==> config.mk <==
export PLATFORM = sky130hd
export DESIGN_NAME = decode_stage
export DESIGN_NICKNAME = d
export VERILOG_FILES = /design/src/rtl/decode_stage.sv
export SDC_FILE = /design/constraint.sdc
export NUM_CORES = 1
export LEC_CHECK = 0
export BUFFER_PORTS_ARGS = -buffer_cell sky130_fd_sc_hd__buf_2
export CORE_MARGIN = 1.5
export CORE_UTILIZATION = 40
export DETAILED_ROUTE_END_ITERATION = 12
export HOLD_SLACK_MARGIN = 0.02
export PLACE_DENSITY_LB_ADDON = 0.15
export SLEW_MARGIN = 25
export SYNTH_ARGS = -nofsm -noshare
export SYNTH_HDL_FRONTEND = slang
export SYNTH_SLANG_ARGS = --single-unit
==> constraint.sdc <==
create_clock -name clk -period 22 [get_ports clk]
set_clock_uncertainty 0.15 [all_clocks]
set_input_delay 4.4 -clock clk [delete_from_list [all_inputs] [get_ports clk]]
set_output_delay 4.4 -clock clk [all_outputs]
set_load 0.02 [all_outputs]
==> src/rtl/decode_stage.sv <==
// RV32I decode stage: DEPTH-entry FIFO feeding one registered decode output.
// The input bypasses straight into the output register when the FIFO is empty.
module decode_stage #(
  parameter int unsigned XLEN  = 32,
  parameter int unsigned DEPTH = 4
) (
  input  logic            clk,
  input  logic            rst,
  input  logic            flush,
  input  logic            in_valid,
  output logic            in_ready,
  input  logic [31:0]     in_instr,
  input  logic [XLEN-1:0] in_pc,
  output logic            out_valid,
  input  logic            out_ready,
  output logic [XLEN-1:0] out_pc,
  output logic [6:0]      out_opcode,
  output logic [4:0]      out_rd,
  output logic [2:0]      out_funct3,
  output logic [4:0]      out_rs1,
  output logic [4:0]      out_rs2,
  output logic [6:0]      out_funct7,
  output logic [11:0]     out_csr,
  output logic [XLEN-1:0] out_imm,
  output logic [10:0]     out_class,
  output logic            out_illegal,
  output logic [$clog2(DEPTH+2)-1:0] occupancy
);

  localparam int unsigned PTR_W = $clog2(DEPTH);
  localparam int unsigned CNT_W = $clog2(DEPTH + 1);
  localparam int unsigned OCC_W = $clog2(DEPTH + 2);

  logic [31:0]     instr_mem [DEPTH];
  logic [XLEN-1:0] pc_mem    [DEPTH];
  logic [PTR_W-1:0] wr_ptr, rd_ptr;
  logic [CNT_W-1:0] count, count_n;
  logic [31:0]     out_instr;

  logic push, load_out, fifo_empty, pop_fifo, bypass, write_fifo, valid_n;
  logic [31:0]     src_instr;
  logic [XLEN-1:0] src_pc;
  logic [XLEN-1:0] dec_imm;
  logic [10:0]     dec_class;
  logic            dec_illegal;

  assign in_ready   = (count < CNT_W'(DEPTH)) && !rst;
  assign push       = in_valid && in_ready;
  assign fifo_empty = (count == '0);
  assign load_out   = !out_valid || out_ready;
  assign pop_fifo   = load_out && !fifo_empty;
  assign bypass     = load_out && fifo_empty && push;
  assign write_fifo = push && !bypass;
  assign valid_n    = load_out ? (!fifo_empty || push) : 1'b1;
  assign count_n    = count + CNT_W'(write_fifo) - CNT_W'(pop_fifo);

  assign src_instr  = fifo_empty ? in_instr : instr_mem[rd_ptr];
  assign src_pc     = fifo_empty ? in_pc    : pc_mem[rd_ptr];

  // Decode of whichever word is about to enter the output register
  always_comb begin
    dec_imm     = '0;
    dec_class   = '0;
    dec_illegal = 1'b0;
    case (src_instr[6:0])
      7'b0000011: begin dec_class = 11'b000_0000_0001; dec_imm = XLEN'($signed(src_instr[31:20])); end
      7'b0100011: begin
        dec_class = 11'b000_0000_0010;
        dec_imm   = XLEN'($signed({src_instr[31:25], src_instr[11:7]}));
      end
      7'b1100011: begin
        dec_class = 11'b000_0000_0100;
        dec_imm   = XLEN'($signed({src_instr[31], src_instr[7], src_instr[30:25],
                                   src_instr[11:8], 1'b0}));
      end
      7'b1101111: begin
        dec_class = 11'b000_0000_1000;
        dec_imm   = XLEN'($signed({src_instr[31], src_instr[19:12], src_instr[20],
                                   src_instr[30:21], 1'b0}));
      end
      7'b1100111: begin dec_class = 11'b000_0001_0000; dec_imm = XLEN'($signed(src_instr[31:20])); end
      7'b0110111: begin dec_class = 11'b000_0010_0000; dec_imm = XLEN'($signed({src_instr[31:12], 12'h000})); end
      7'b0010111: begin dec_class = 11'b000_0100_0000; dec_imm = XLEN'($signed({src_instr[31:12], 12'h000})); end
      7'b1110011: begin dec_class = 11'b000_1000_0000; dec_imm = XLEN'($signed(src_instr[31:20])); end
      7'b0010011: begin dec_class = 11'b001_0000_0000; dec_imm = XLEN'($signed(src_instr[31:20])); end
      7'b0110011: dec_class = 11'b010_0000_0000;
      7'b0001111: dec_class = 11'b100_0000_0000;
      default:    dec_illegal = 1'b1;
    endcase
  end

  // FIFO storage carries no reset; validity is tracked by count
  always_ff @(posedge clk) begin
    if (write_fifo && !flush && !rst) begin
      instr_mem[wr_ptr] <= in_instr;
      pc_mem[wr_ptr]    <= in_pc;
    end
  end

  always_ff @(posedge clk) begin
    if (rst || flush) begin
      wr_ptr    <= '0;
      rd_ptr    <= '0;
      count     <= '0;
      out_valid <= 1'b0;
      occupancy <= '0;
      if (rst) begin
        out_pc      <= '0;
        out_instr   <= '0;
        out_imm     <= '0;
        out_class   <= '0;
        out_illegal <= 1'b0;
      end
    end else begin
      if (write_fifo) wr_ptr <= wr_ptr + PTR_W'(1);
      if (pop_fifo)   rd_ptr <= rd_ptr + PTR_W'(1);
      count     <= count_n;
      out_valid <= valid_n;
      occupancy <= OCC_W'(count_n) + OCC_W'(valid_n);
      if (pop_fifo || bypass) begin
        out_pc      <= src_pc;
        out_instr   <= src_instr;
        out_imm     <= dec_imm;
        out_class   <= dec_class;
        out_illegal <= dec_illegal;
      end
    end
  end

  assign out_opcode = out_instr[6:0];
  assign out_rd     = out_instr[11:7];
  assign out_funct3 = out_instr[14:12];
  assign out_rs1    = out_instr[19:15];
  assign out_rs2    = out_instr[24:20];
  assign out_funct7 = out_instr[31:25];
  assign out_csr    = out_instr[31:20];

endmodule

## After elaboration in Yosys (flattened, before gate mapping)

Memory sizes are Yosys's and may differ from the RTL's. A register that Yosys moved wholly into a read port is not among the register bits.
Index checks and enable logic that the tools add are counted.

- Flip-flop bits (word level): 119
- Memory bits (writable): 256
- Output and inout bits: 125
- Word-level logic and storage cells: 78
- Memories kept: 2

Memories:

| memory | depth | width | rd ports | clocked after memory_dff | wr ports | line | source |
|---|---|---|---|---|---|---|---|
| instr_mem | 4 | 32 | 1 | 1 | 1 | 34 | `logic [31:0] instr_mem [DEPTH];` |
| pc_mem | 4 | 32 | 1 | 1 | 1 | 35 | `logic [XLEN-1:0] pc_mem [DEPTH];` |

- Add/sub/neg operators: 5
- Magnitude comparators: 1
- Equality and inequality tests: 12
- Mux-type cells: 25
- Reductions and logical operators: 23

Operator list:

| operator | count |
|---|---|
| 2-to-1 mux 32 bit | 9 |
| case mux 32 bit (5 select lines) | 1 |
| case mux 11 bit (11 select lines) | 1 |
| 2-to-1 mux 11 bit | 3 |
| equality test 7 bit (second input constant) | 4 |
| equality test 7 x 6 -> 1 bit (second input constant) | 3 |
| equality test 7 x 5 -> 1 bit (second input constant) | 2 |
| OR reduction 11 bit | 1 |
| logical AND 1 bit | 8 |
| 2-to-1 mux 2 bit | 4 |
| equality test 7 x 2 -> 1 bit (second input constant) | 1 |
| equality test 7 x 4 -> 1 bit (second input constant) | 1 |
| 2-to-1 mux 1 bit | 7 |
| adder 3 x 1 -> 3 bit | 2 |
| logical NOT 1 bit | 5 |
| adder 2 x 1 -> 2 bit (second input constant) | 2 |
| logical OR 1 bit | 4 |
| OR reduction 4 bit | 1 |
| logical NOT 3 bit | 1 |
| < comparator 3 bit (second input constant) | 1 |
| subtractor 3 x 1 -> 3 bit | 1 |
| != test 2 bit (second input constant) | 1 |
| AND reduction 2 bit | 1 |
| nonzero test 2 bit | 1 |
| OR reduction 2 bit | 1 |

## Longest topological paths before layout

Gate-level depths: netlist of the first run.

- Word-level depth: 10
- Depth in mapped cells: 14
- Mapped depth without buffers: 12

## Worst setup path before layout of the first run

No wires, ideal clock.

- Kind: input to register
- Start point: input out_ready
- End point: register out_class[0], enable pin
- Library setup time: 735 ps
- Data arrival time: 12,386 ps
- Required time: 21,115 ps
- Path slack: 8,730 ps
- Stages on the path: 2
- Path buffers: 0
- Cell sequence: nor2b_1 o31ai_1

- Longest elaborated chain between the ends: 6
- Elaborated cells on any way between the ends: 7

RTL lines:

| element | line | source |
|---|---|---|
| start, declared | 15 | `input logic out_ready,` |
| logical OR 1 bit * | 50 | `assign load_out = !out_valid \|\| out_ready;` |
| logical AND 1 bit (2 in series) | 52 | `assign bypass = load_out && fifo_empty && push;` |
| logical OR 1 bit * | 120 | `if (pop_fifo \|\| bypass) begin` |
| nonzero test 2 bit (no line) * | n/a |  |
| AND reduction 2 bit (no line) * | n/a |  |
| end signal, assigned | 124 | `out_class <= dec_class;` |
| end, declared | 25 | `output logic [10:0] out_class,` |

Mark *: on every way between the ends. The rest lies on a longest branch, timed or not.
A chain may end at the register's enable or synchronous reset.

## Worst setup path in the final report of the first run

- Start point: input rst
- End point: output in_ready

- Longest elaborated chain between the ends: 2

RTL lines:

| element | line | source |
|---|---|---|
| start, declared | 8 | `input logic rst,` |
| logical NOT 1 bit | 47 | `assign in_ready = (count < CNT_W'(DEPTH)) && !rst;` |
| logical AND 1 bit | 47 |  |
| end, declared | 11 | `output logic in_ready,` |

No other way between the ends.

==> metrics.csv, run 1 <==
metric;value;unit
status;complete, no violations;
finalSetupViolCount;0;
critPathArrivalTime;4.77;ns
power_density;122;mW/mm^2
ant_nets;0;
drtIter0Drc;469;
syn_inst;855;
r2r_slack;17.68;ns
grt_max_degree;66;
r2r-end;out_imm[19]$_SDFFCE_PP0P_;
drt_wl_total;32900;um
synth_warnings;0;
min_path_type;flop to flop;
fmax;107;MHz
ctsHoldBuffers;0;
crit_fanout;4;
layout.cells.non_filler;1549;
antenna_found_initial;4;
dp_hpwl;18100;um
avgSynthCellArea;17.4;um^2
drc;0;
post_cts_resized;0;
num_vias;8064;
finalCritPeriodShare;42.4;%
yosysSeqAreaShare;75.1;%
final.setup.tns;0;ns
core;0.0366;mm^2
cts-root-buf;clkbuf_16;
layout_min_cycle_time;9.32;ns
clk_pin_slew;0.05;ns
clock-sinks;377;
grt_usage;17.4;%
syn_nets;933;
required;17.45;ns
cts_setup_buffers;0;
worst_setup_path_start_kind;input port;
p_leak;6.22;nW
cts_tree;built;
drt_pass1_iterations;4;
maxCapViolCount;0;
cts_max_path_buffers;3;
slew_viol_final;0;
startpoint;rst;
overflow;0;
avgRoutedWirePerCell;21.2;um
io_buffers;193;
slew_headroom;31.5;%
start_util;40.7;%
yosysUniqueCellTypes;49;
htreeDepth;2;
rsz0062_at_grt;no;
synthArstFlopShare;0;%
rows;70;
dp_cells;1471;
worstMarginPinSlew;1.03;ns
die_x;196;um
endpoint;in_ready;
ir_drop;0.0000700;V
areaGrowthSynthToFinish;18.9;%
synth.cell_area;0.0149;mm^2
grt_pass1_wl;50500;um
numCtsBuffers;42;
via_per_inst;5.21;
final_nets;1126;
r2r.worst_path.cells;8;
hold_viol;0;
ys_seq_elements;377;
clock_latency;0.53;ns
crit_type;input port to primary output;
ios;194;
gp_routability_congestion;0.742;
die-area;0.0384;mm^2
grt_pass1_vias;8317;
synth_edf_count;364;
drive_gt1_share;32.5;%
chipHeight;196;um
synthFlopType;edfxtp_1;
end_kind;primary output;
final cells by class:
class,count,area [um^2]
Tap cell,468,586
Fill cell,3171,18900
Clock buffer,55,1160
Inverter,12,45.0
Antenna cell,1,2.50
Sequential cell,377,11200
Clock inverter,21,203
Timing Repair Buffer,205,1090
Multi-Input combinational cell,410,3420
logic make-up (layout without fill, tap and decap cells):
family	after synthesis	after routing	share of synthesized area [%]
adder cells (fa/ha/maj)	9	9	0.806
XOR/XNOR	6	6	0.353
buffers and inverters	68	293	2.33
AO/OA/AOI/OAI	97	97	3.84
other	0	1	0
flip-flops	377	377	75.1
multiplexers	87	87	11.4
AND/OR/NAND/NOR	211	211	6.16
where the power goes:
part / internal (mW) / leakage (nW) / switching [mW]
sequential: 0.869 / 3.56 / 0.0354
combinational: 0.190 / 2.00 / 0.368
clock: 0.419 / 0.658 / 0.272
total: 1.48 / 6.22 / 0.675
Yosys cell counts (4+ instances only):
library cell	count	area (um^2)
nor2_1	62	233
and2_1	6	37.5
mux4_2	64	1440
nand3_1	6	30.0
nand2_1	105	394
inv_1	12	45.0
mux2i_1	17	170
and3_1	4	25.0
o22ai_1	13	81.3
buf_2	10	50.1
a21oi_1	65	325
nor3_1	12	60.1
dfxtp_1	13	260
clkbuf_1	26	97.6
xnor2_1	5	43.8
edfxtp_1	364	10900
buf_4	15	113
ha_1	8	100
flip-flops by register name, indices dropped and copies added (netlist names), named ones only:
signal       flops
pc_mem         128
out_pc          32
out_class       11
count            3
occupancy        3
instr_mem      128
out_illegal      1
out_instr       32
rd_ptr           2
out_valid        1
out_imm         32
wr_ptr           2
layout by cell type (no fill, tap or decap), drive strengths merged, types with 3 or more instances in the layout:
| cell type | count |
|---|---|
| and2 | 6 |
| bufinv | 4 |
| dfxtp | 13 |
| o22ai | 13 |
| nand2 | 105 |
| xnor2 | 5 |
| nor4 | 4 |
| clkbuf | 55 |
| a21oi | 65 |
| and3 | 4 |
| ha | 8 |
| mux2i | 20 |
| clkinv | 14 |
| mux2 | 3 |
| inv | 13 |
| mux4 | 64 |
| buf | 205 |
| nor2 | 62 |
| nor3 | 14 |
| edfxtp | 364 |
| nand3 | 6 |
| o21ai | 6 |
metal layers:
layer  vias up  part of all wire [%]  track usage [%]
met5         -                 0.061                0
met4         4                   1.7             4.53
met3        50                   5.6             3.68
met2       247                    48             28.1
met1      4069                    45             24.2
li1       3694                     -                -
how the worst min path moves through the flow:
stage                        endpoint  depth (start not counted)                    from  slack [ns]
5_1_grt        wr_ptr[1]$_SDFFE_PP0P_                          2  wr_ptr[1]$_SDFFE_PP0P_        0.39
4_1_cts        wr_ptr[1]$_SDFFE_PP0P_                          2  wr_ptr[1]$_SDFFE_PP0P_        0.36
2_1_floorplan  wr_ptr[1]$_SDFFE_PP0P_                          2  wr_ptr[1]$_SDFFE_PP0P_        0.32
3_5_place_dp   wr_ptr[1]$_SDFFE_PP0P_                          2  wr_ptr[1]$_SDFFE_PP0P_        0.35
6_report       wr_ptr[1]$_SDFFE_PP0P_                          2  wr_ptr[1]$_SDFFE_PP0P_        0.36
3_3_place_gp   wr_ptr[1]$_SDFFE_PP0P_                          2  wr_ptr[1]$_SDFFE_PP0P_        0.34
critical path: stages:
cell and delay, ns:
buf_2 0.12, nor2_1 0.09, buf_2 0.17
per-stage QoR:
step / total power [mW] / instance area, um^2 / setup WS [ns] / utilization, % / hold WS (ns)
6_report: 2.15 / 17700 / 12.68 / 48.4 / 0.356
2_1_floorplan: 1.33 / 14900 / 8.73 / - / 0.319
3_5_place_dp: 1.49 / 16300 / 12.68 / 44.5 / 0.352
5_1_grt: 2.26 / 17700 / 12.60 / 48.4 / 0.389
4_1_cts: 2.19 / 17700 / 12.68 / 48.2 / 0.360
3_3_place_gp: 1.49 / 16300 / 12.68 / 44.5 / 0.343
Power figures use the tool's default switching activity.
==> run 2: changes to the inputs <==
clock period = 8.17 ns   (was 22 ns; I/O delays follow)
==> run 2 against run 1 <==
  * Sequential cell count stayed put
  * Hold slack improved by 0.014 ns
  * Die area unchanged
  * Utilization fell by 0.37 points
  * Cell area is 0.76% lower
  * Clock-buffer cell count decreased by 9
  * Critical path depth up 4
  * Critical endpoint is now out_imm[18]$_SDFFCE_PP0P_
  * Largest power group unchanged
==> metrics.csv, run 2 (synthesized netlist as in run 1, its figures left out) <==
metric;value;unit
grt_max_degree;65;
hold_viol;0;
p_leak;6.18;nW
switchingPower;1.82;mW
worst_setup_path_start_kind;flop;
min_path_type;flop to flop;
maxCapViolCount;0;
final_nets;1127;
drt_pass1_iterations;4;
slew_headroom;39.5;%
grt_usage;17.6;%
status;complete, no violations;
critPathArrivalTime;4.28;ns
ir_drop;0.000200;V
die_x;196;um
core;0.0366;mm^2
clock_latency;0.52;ns
overflow;0;
die-area;0.0384;mm^2
slowest_delay;0.78;ns
top_regs;instr_mem x128, pc_mem x128;
critical_path_cell_count;7;
finalCritPeriodShare;49.7;%
r2r-end;out_imm[18]$_SDFFCE_PP0P_;
io_buffers;193;
via_per_inst;5.15;
drt_wl_total;33200;um
p_int;3.84;mW
cts_tree;built;
required;8.39;ns
fmax;246;MHz
endpoint;out_imm[18]$_SDFFCE_PP0P_;
start_util;40.7;%
dp_hpwl;19200;um
crit_buf_inv;1;
clock-sinks;377;
clk_pin_slew;0.06;ns
mostFrequentLayoutCells;edfxtp_1 (364), buf_2 (193), nand2_1 (105);
crit_type;flop to flop;
startpoint;count[1]$_SDFF_PP0_;
r2r_slack;4.11;ns
chipHeight;196;um
cts-root-buf;clkbuf_16;
clkPwrFrac;30.0;%
htreeDepth;2;
final_common_cell;edfxtp_1;
gp_routability_congestion;0.804;
antenna_found_initial;4;
power;5.65;mW
r2r.worst_path.cells;7;
pwr-share-comb;27.0;%
rows;70;
drc;0;
ios;194;
drtIter0Drc;450;
ctsHoldBuffers;0;
worstMarginPinSlew;0.908;ns
cts_setup_buffers;0;
power_density;322;mW/mm^2
crit_fanout;56;
grt_pass1_wl;50600;um
cts_max_path_buffers;3;
drive_gt1_share;32.8;%
num_vias;7981;
path_cells;or3_4 -> buf_4 -> mux2i_2 -> nand3_1 -> o22ai_1 -> a21oi_1 -> nor2_1;
ant_nets;0;
slew_viol_final;0;
grt_pass1_vias;8181;
areaGrowthSynthToFinish;18.0;%
rsz0062_at_grt;no;
post_cts_resized;0;
avgRoutedWirePerCell;21.4;um
final.setup.tns;0;ns
hold_start;wr_ptr[1]$_SDFFE_PP0P_;
layout_min_cycle_time;4.06;ns
end_kind;flop;
fillers;3250;
seqPwrFrac;43.0;%
cp_top_family;compound AO/OA/AOI/OAI gates;
p_sw_share;32.1;%
numCtsBuffers;41;
crit_slowest_cell;o22ai_1;
r2r_start;count[1]$_SDFF_PP0_;
finalSetupViolCount;0;
-- run 2: power groups by stage --
stage	clock (mW)	sequential, mW	combinational [mW]
6_report	1.69	2.43	1.53
5_1_grt	1.81	2.45	1.67
4_1_cts	1.74	2.47	1.52
3_5_place_dp	0	2.51	1.51
3_3_place_gp	0	2.51	1.51
2_1_floorplan	0	2.65	0.911
-- run 2: per-stage QoR --
stage	hold WS, ns	setup slack (ns)	utilization (%)	area (um^2)	cells
after floorplan	0.319	1.06	-	14900	855
after global placement	0.368	3.77	44.5	16300	1473
after detailed placement	0.352	3.67	44.5	16300	1473
after CTS	0.363	3.66	47.9	17500	1546
after global routing	0.406	3.83	48.0	17600	1548
final	0.370	4.11	48.0	17600	1550
-- run 2: worst min-delay path by stage --
stage | end | slack, ns | cells past startpoint
floorplan | wr_ptr[1]$_SDFFE_PP0P_ | 0.32 | 2
global placement | wr_ptr[1]$_SDFFE_PP0P_ | 0.37 | 2
global route | wr_ptr[1]$_SDFFE_PP0P_ | 0.41 | 2
finish | wr_ptr[1]$_SDFFE_PP0P_ | 0.37 | 2
detailed placement | wr_ptr[1]$_SDFFE_PP0P_ | 0.35 | 2
CTS | wr_ptr[1]$_SDFFE_PP0P_ | 0.36 | 2
-- run 2: layout make-up --
cell class	count	area [um^2]	share of cell area, %
flip-flops and latches	377	11200	63.7
multi-input cells	410	3410	19.4
repair buffers	207	1110	6.29
clock buffers	46	1040	5.94
well taps	468	586	3.33
clock inverters	27	178	1.01
inverters	12	45.0	0.256
diodes	3	7.51	0.0427
-- run 2: routing by layer --
layer	track usage (%)	routed length [um]
met2	29.5	16300
met3	3.18	1660
met5	0	13
met4	4.47	585
met1	23.9	14600
-- run 2: worst register-to-register path, delay by kind of cell (launching register included) --
kind,cells,cell delay (ns)
AO/OA/AOI/OAI,2,0.92
buffers and inverters,1,0.76
flip-flops,1,0.47
multiplexers,1,0.76
AND/OR/NAND/NOR,3,0.86
